$ cat src/rtl/matrix_input_loader.sv
// -----------------------------------------------------------------------------
// matrix_input_loader
//
// Collects two NOF_ROWS x NOF_COLS matrices (A, then B) from a single
// valid/ready element stream. Elements arrive in row-major order, so element
// index k = row*NOF_COLS + col. Once both matrices are complete, the pair is
// held stable and offered to a downstream multiplier with mat_valid/mat_ready.
// The multiplier takes the pair when mat_valid && mat_ready. After that the
// loader goes back to loading A, and it overwrites the previous contents one
// element at a time.
//
// Ports
//   clk        : single rising-edge clock
//   reset      : synchronous, active-high; clears state, counters and matrices
//   clear      : synchronous abort; restarts the load at A[0], keeps data and
//                frame count, and discards any element offered in that cycle
//   in_valid   : upstream element valid
//   in_ready   : loader can take an element this cycle (combinational)
//   in_data    : element value
//   matrix_a   : flattened matrix A, element k at [k*DATA_WIDTH +: DATA_WIDTH]
//   matrix_b   : flattened matrix B, same layout
//   mat_valid  : A and B are complete and offered downstream
//   mat_ready  : downstream consumes the offered pair
//   state_o    : current state (LOAD_A=0, LOAD_B=1, PRESENT=2)
//   frame_cnt  : number of matrix pairs handed off (wraps at 16 bits)
// -----------------------------------------------------------------------------
module matrix_input_loader #(
    parameter int NOF_ROWS   = 8,
    parameter int NOF_COLS   = 8,
    parameter int DATA_WIDTH = 8
) (
    input  logic                                    clk,
    input  logic                                    reset,
    input  logic                                    clear,
    input  logic                                    in_valid,
    output logic                                    in_ready,
    input  logic [DATA_WIDTH-1:0]                   in_data,
    output logic [NOF_ROWS*NOF_COLS*DATA_WIDTH-1:0] matrix_a,
    output logic [NOF_ROWS*NOF_COLS*DATA_WIDTH-1:0] matrix_b,
    output logic                                    mat_valid,
    input  logic                                    mat_ready,
    output logic [1:0]                              state_o,
    output logic [15:0]                             frame_cnt
);

    localparam int N   = NOF_ROWS * NOF_COLS;
    localparam int K_W = (N > 1) ? $clog2(N) : 1;
    localparam logic [K_W-1:0] K_LAST = K_W'(N - 1);

    typedef enum logic [1:0] {
        LOAD_A  = 2'd0,
        LOAD_B  = 2'd1,
        PRESENT = 2'd2
    } state_t;

    state_t                   state_q, state_d;
    logic [K_W-1:0]           k_q, k_d;
    logic                     mat_valid_q, mat_valid_d;
    logic [15:0]              frame_cnt_q, frame_cnt_d;
    logic [N*DATA_WIDTH-1:0]  mat_a_q, mat_b_q;

    logic loading;
    logic accept;
    logic last_elem;
    logic handoff;

    // -------------------------------------------------------------------------
    // Handshake qualifiers
    // -------------------------------------------------------------------------
    assign loading   = (state_q == LOAD_A) || (state_q == LOAD_B);
    assign accept    = in_valid && in_ready;
    assign last_elem = (k_q == K_LAST);
    // clear wins over a hand-off in the same cycle, so the pair is not counted.
    assign handoff   = (state_q == PRESENT) && mat_valid_q && mat_ready && !clear;

    // -------------------------------------------------------------------------
    // FSM: state register
    // -------------------------------------------------------------------------
    always_ff @(posedge clk) begin
        // NOTE: registers are updated with non-blocking assignments so every
        // flop samples values from before the edge, whatever the block order.
        if (reset) begin
            state_q <= LOAD_A;
        end else begin
            state_q <= state_d;
        end
    end

    // -------------------------------------------------------------------------
    // FSM: next-state logic
    // -------------------------------------------------------------------------
    always_comb begin
        // NOTE: each combinational output gets a default before any branch.
        // Then no path leaves it unassigned, and no latch is inferred.
        state_d = state_q;
        case (state_q)
            LOAD_A:  if (accept && last_elem) state_d = LOAD_B;
            LOAD_B:  if (accept && last_elem) state_d = PRESENT;
            PRESENT: if (mat_ready)           state_d = LOAD_A;
            default:                          state_d = LOAD_A; // encoding 3 recovers
        endcase
        if (clear) begin
            state_d = LOAD_A;
        end
    end

    // -------------------------------------------------------------------------
    // FSM: outputs
    // -------------------------------------------------------------------------
    always_comb begin
        in_ready  = loading && !clear;
        state_o   = state_q;
        mat_valid = mat_valid_q;
        frame_cnt = frame_cnt_q;
        matrix_a  = mat_a_q;
        matrix_b  = mat_b_q;
    end

    // -------------------------------------------------------------------------
    // Element index, presentation flag and frame counter
    // -------------------------------------------------------------------------
    always_comb begin
        k_d         = k_q;
        frame_cnt_d = frame_cnt_q;
        // Registered copy of "in PRESENT". It rises the cycle after the last
        // element of B is accepted and falls the cycle after the hand-off or
        // clear.
        mat_valid_d = (state_d == PRESENT);

        if (clear || !loading) begin
            k_d = '0;
        end else if (accept) begin
            k_d = last_elem ? '0 : k_q + 1'b1;
        end

        if (handoff) begin
            frame_cnt_d = frame_cnt_q + 16'd1;
        end
    end

    always_ff @(posedge clk) begin
        if (reset) begin
            k_q         <= '0;
            mat_valid_q <= 1'b0;
            frame_cnt_q <= '0;
        end else begin
            k_q         <= k_d;
            mat_valid_q <= mat_valid_d;
            frame_cnt_q <= frame_cnt_d;
        end
    end

    // -------------------------------------------------------------------------
    // Matrix storage: one write-enabled element slot per accepted transfer
    // -------------------------------------------------------------------------
    always_ff @(posedge clk) begin
        // NOTE: the storage has a reset because after reset both matrices must
        // read as zero. A hand-off or clear does not wipe it. Later loads
        // overwrite it one element at a time.
        if (reset) begin
            mat_a_q <= '0;
            mat_b_q <= '0;
        end else if (accept) begin
            if (state_q == LOAD_A) begin
                mat_a_q[k_q*DATA_WIDTH +: DATA_WIDTH] <= in_data;
            end else begin
                mat_b_q[k_q*DATA_WIDTH +: DATA_WIDTH] <= in_data;
            end
        end
    end

endmodule

$ cat config.mk
export PLATFORM = sky130hd
export DESIGN_NAME = matrix_input_loader
export DESIGN_NICKNAME = d
export VERILOG_FILES = /design/src/rtl/matrix_input_loader.sv
export SDC_FILE = /design/constraint.sdc
export NUM_CORES = 2
export LEC_CHECK = 0
export CAP_MARGIN = 20
export CORE_AREA = 2 2 408 410
export DETAILED_ROUTE_END_ITERATION = 8
export DIE_AREA = 0 0 410 412
export MAX_ROUTING_LAYER = met4
export PLACE_DENSITY = 0.59
export SLEW_MARGIN = 20
export SYNTH_ARGS = -nofsm -noshare
export SYNTH_HDL_FRONTEND = slang
export SYNTH_SLANG_ARGS = --single-unit
$ cat constraint.sdc
create_clock -name clk -period 9.3 [get_ports clk]
set_input_delay 1.86 -clock clk [delete_from_list [all_inputs] [get_ports clk]]
set_output_delay 1.86 -clock clk [all_outputs]
set_load 0.005 [all_outputs]
==> reports/metrics.cfg <==
[routing]
wl_per_cell_um=27.7
drc=0
vias=35100
first_iter_violations=2858
routed_wl_mm=207
via_per_inst=4.70
antenna_left=0
drtPass1Iterations=6

[worst_setup_path]
critPathKind=input pin to output pin
arrival_ns=3.36
worstPathRequired_ns=7.44
worstSetupStartpointType=input pin
worstPathMaxFanout=11
end_kind=output pin

[yosys]
yosysUniqueCellTypes=73
syn_inst=4204
synthTopCellsByArea=dfxtp_1, mux2i_1, nand2b_1
synth_area_um2=42600
synth_top_area_frac=0.493
synth-seq-cells=1049
synth_top_cell_by_area=dfxtp_1
synth-seq-area-share=0.493
synth_most_common_cell=dfxtp_1
async_flop_share=0
ys.flop_type=dfxtp_1
synthTopCellsByCount=dfxtp_1, mux2i_1, nand2b_1
yosysWarnings=0
synth_fp_nets=4221
syn_avg_cell_area_um2=10.1
synth_edf_count=0

[min_path]
min_path_type=flop to flop

[placement]
place_congestion=0.843
place_hpwl_mm=156
io_buffer_count=1056
dp.cells=7243

[sta]
fmax_mhz=192
slew_violations=0
skew_ns=0.0669
rsz0062_at_grt=false
worst_pin_slew_ns=1.23
finalSetupViolCount=0
max_slew_margin=0.180
fin_tns_setup_ns=0
period_needed_ns=5.22
fin_crit_sh=0.561
hold_violations=0

[clock_tree]
cts_setup_buffers=0
h-tree-depth=3
cts.path.max_buffers=3
post_cts_resized=0
ctsHoldBuffers=0
cts_tree=built
cts_sinks=1049
clockRootBuffer=clkbuf_16
clkTransAtPathRegs_ns=0.06
numCtsBuffers=115
insertion_delay_ns=0.77

[power]
peakVddDrop_mv=0.164
p_leak_uw=0.0216
power_uw=9550
power_density_nw_per_um2=160

[floorplanning]
row_count=149
initial_core_util=0.259
die-width_um=410
core_um2=164000
boundaryPins=1057
die_h_um=412
dieArea_um2=169000

[global_route]
grt_pass1_wl_mm=280
grt_max_degree=246
antenna_found_initial=11
grtUsageTotal=0.241
grt_pass1_vias=34200
gr-total-overflow=0

[final_layout]
instances_no_fill=7465
drive_above_1_share=0.0782
nets=5191
fillerInstances=16400
area_growth_pct=39.7

[run_status]
status=completed

[flow_run]
max_cap_viol_count=0

-- stage by stage --
stage	util	setup slack (ns)	hold WS (ns)	area, µm²
floorplan	-	5.21	0.453	42600
global placement	0.338	3.36	0.443	55500
detailed placement	0.338	3.33	0.448	55500
CTS	0.362	4.07	0.456	59400
global route	0.362	3.87	0.473	59500
finish	0.362	4.08	0.455	59500
-- worst max-delay path, cell delays in order --
cell and delay (ns):
clkdlybuf4s50_1 0.75, nor2_1 0.22, clkdlybuf4s50_1 0.53
-- cell usage in the layout, fill, tap and decap left out, drive strengths merged, types with 6 or more instances in the layout --
cell type	synthesis	layout
a211oi	6	6
a21oi	47	47
and2	37	37
and3	18	18
buf	64	81
bufinv	0	8
clkbuf	214	159
clkdlybuf4s50	0	1050
clkinv	0	37
dfxtp	1049	1049
diode	0	7
inv	9	16
mux2	19	19
mux2i	798	798
nand2	258	258
nand2b	740	740
nand3	148	148
nand3b	109	109
nand4	32	32
nor2	241	241
nor2b	45	45
nor3	43	43
nor4	37	37
o21ai	207	207
or3	8	8
xnor2	15	15
xor2	7	7
-- cell type report --
class                      instances  area [µm²]  share of cell area
sequential                      1049       21000               0.353
multi-input combinational       2868       20600               0.347
timing repair buffer            1131       11200               0.188
clock buffer                     159        3280              0.0552
tap                             2189        2740              0.0460
clock inverter                    53         621              0.0104
inverter                           9        33.8            0.000568
antenna                            7        17.5            0.000294
-- power by group --
| group | internal (µW) | switching, µW |
|---|---|---|
| Sequential | 4490 | 1.43 |
| Clock | 2700 | 2050 |
| Combinational | 92.3 | 208 |
-- kinds of logic after synthesis --
group           Yosys count  share of synthesized area
xor+xnor                 22                    0.00470
fa+ha+maj                 4                    0.00118
buf+inv                 287                     0.0277
simple gates           1733                      0.240
flops                  1049                      0.493
compound gates          292                     0.0411
mux                     817                      0.193
-- routing by layer --
layer  global-route usage  vias to the layer above  wire length [µm]  part of all wire
li1                     -                    16200                 -                 -
met1                0.277                    17400             83300              0.40
met2                0.411                     1289            103000              0.50
met3               0.0582                      274             13900             0.067
met4               0.0787                        0              7140             0.035
met5                    -                        -                 0                 0
-- sequential cells by signal, summed over array words and instances, names as in the netlist --
name	flops
mat_valid	1
matrix_a	512
frame_cnt	16
k_q	6
state_o	2
matrix_b	512
-- final timing paths --
kind / cells after the start / start / slack (ns) / to
worst min-delay path: 2 / matrix_b[396] / 0.46 / matrix_b[396]
worst max-delay path: 3 / clear / 4.08 / in_ready
worst min register to register: 2 / matrix_b[396] / 0.46 / matrix_b[396]
worst max register to register: 9 / k_q[0] / 4.29 / matrix_a[487]
Note: power is estimated with default switching activity, not from simulation.
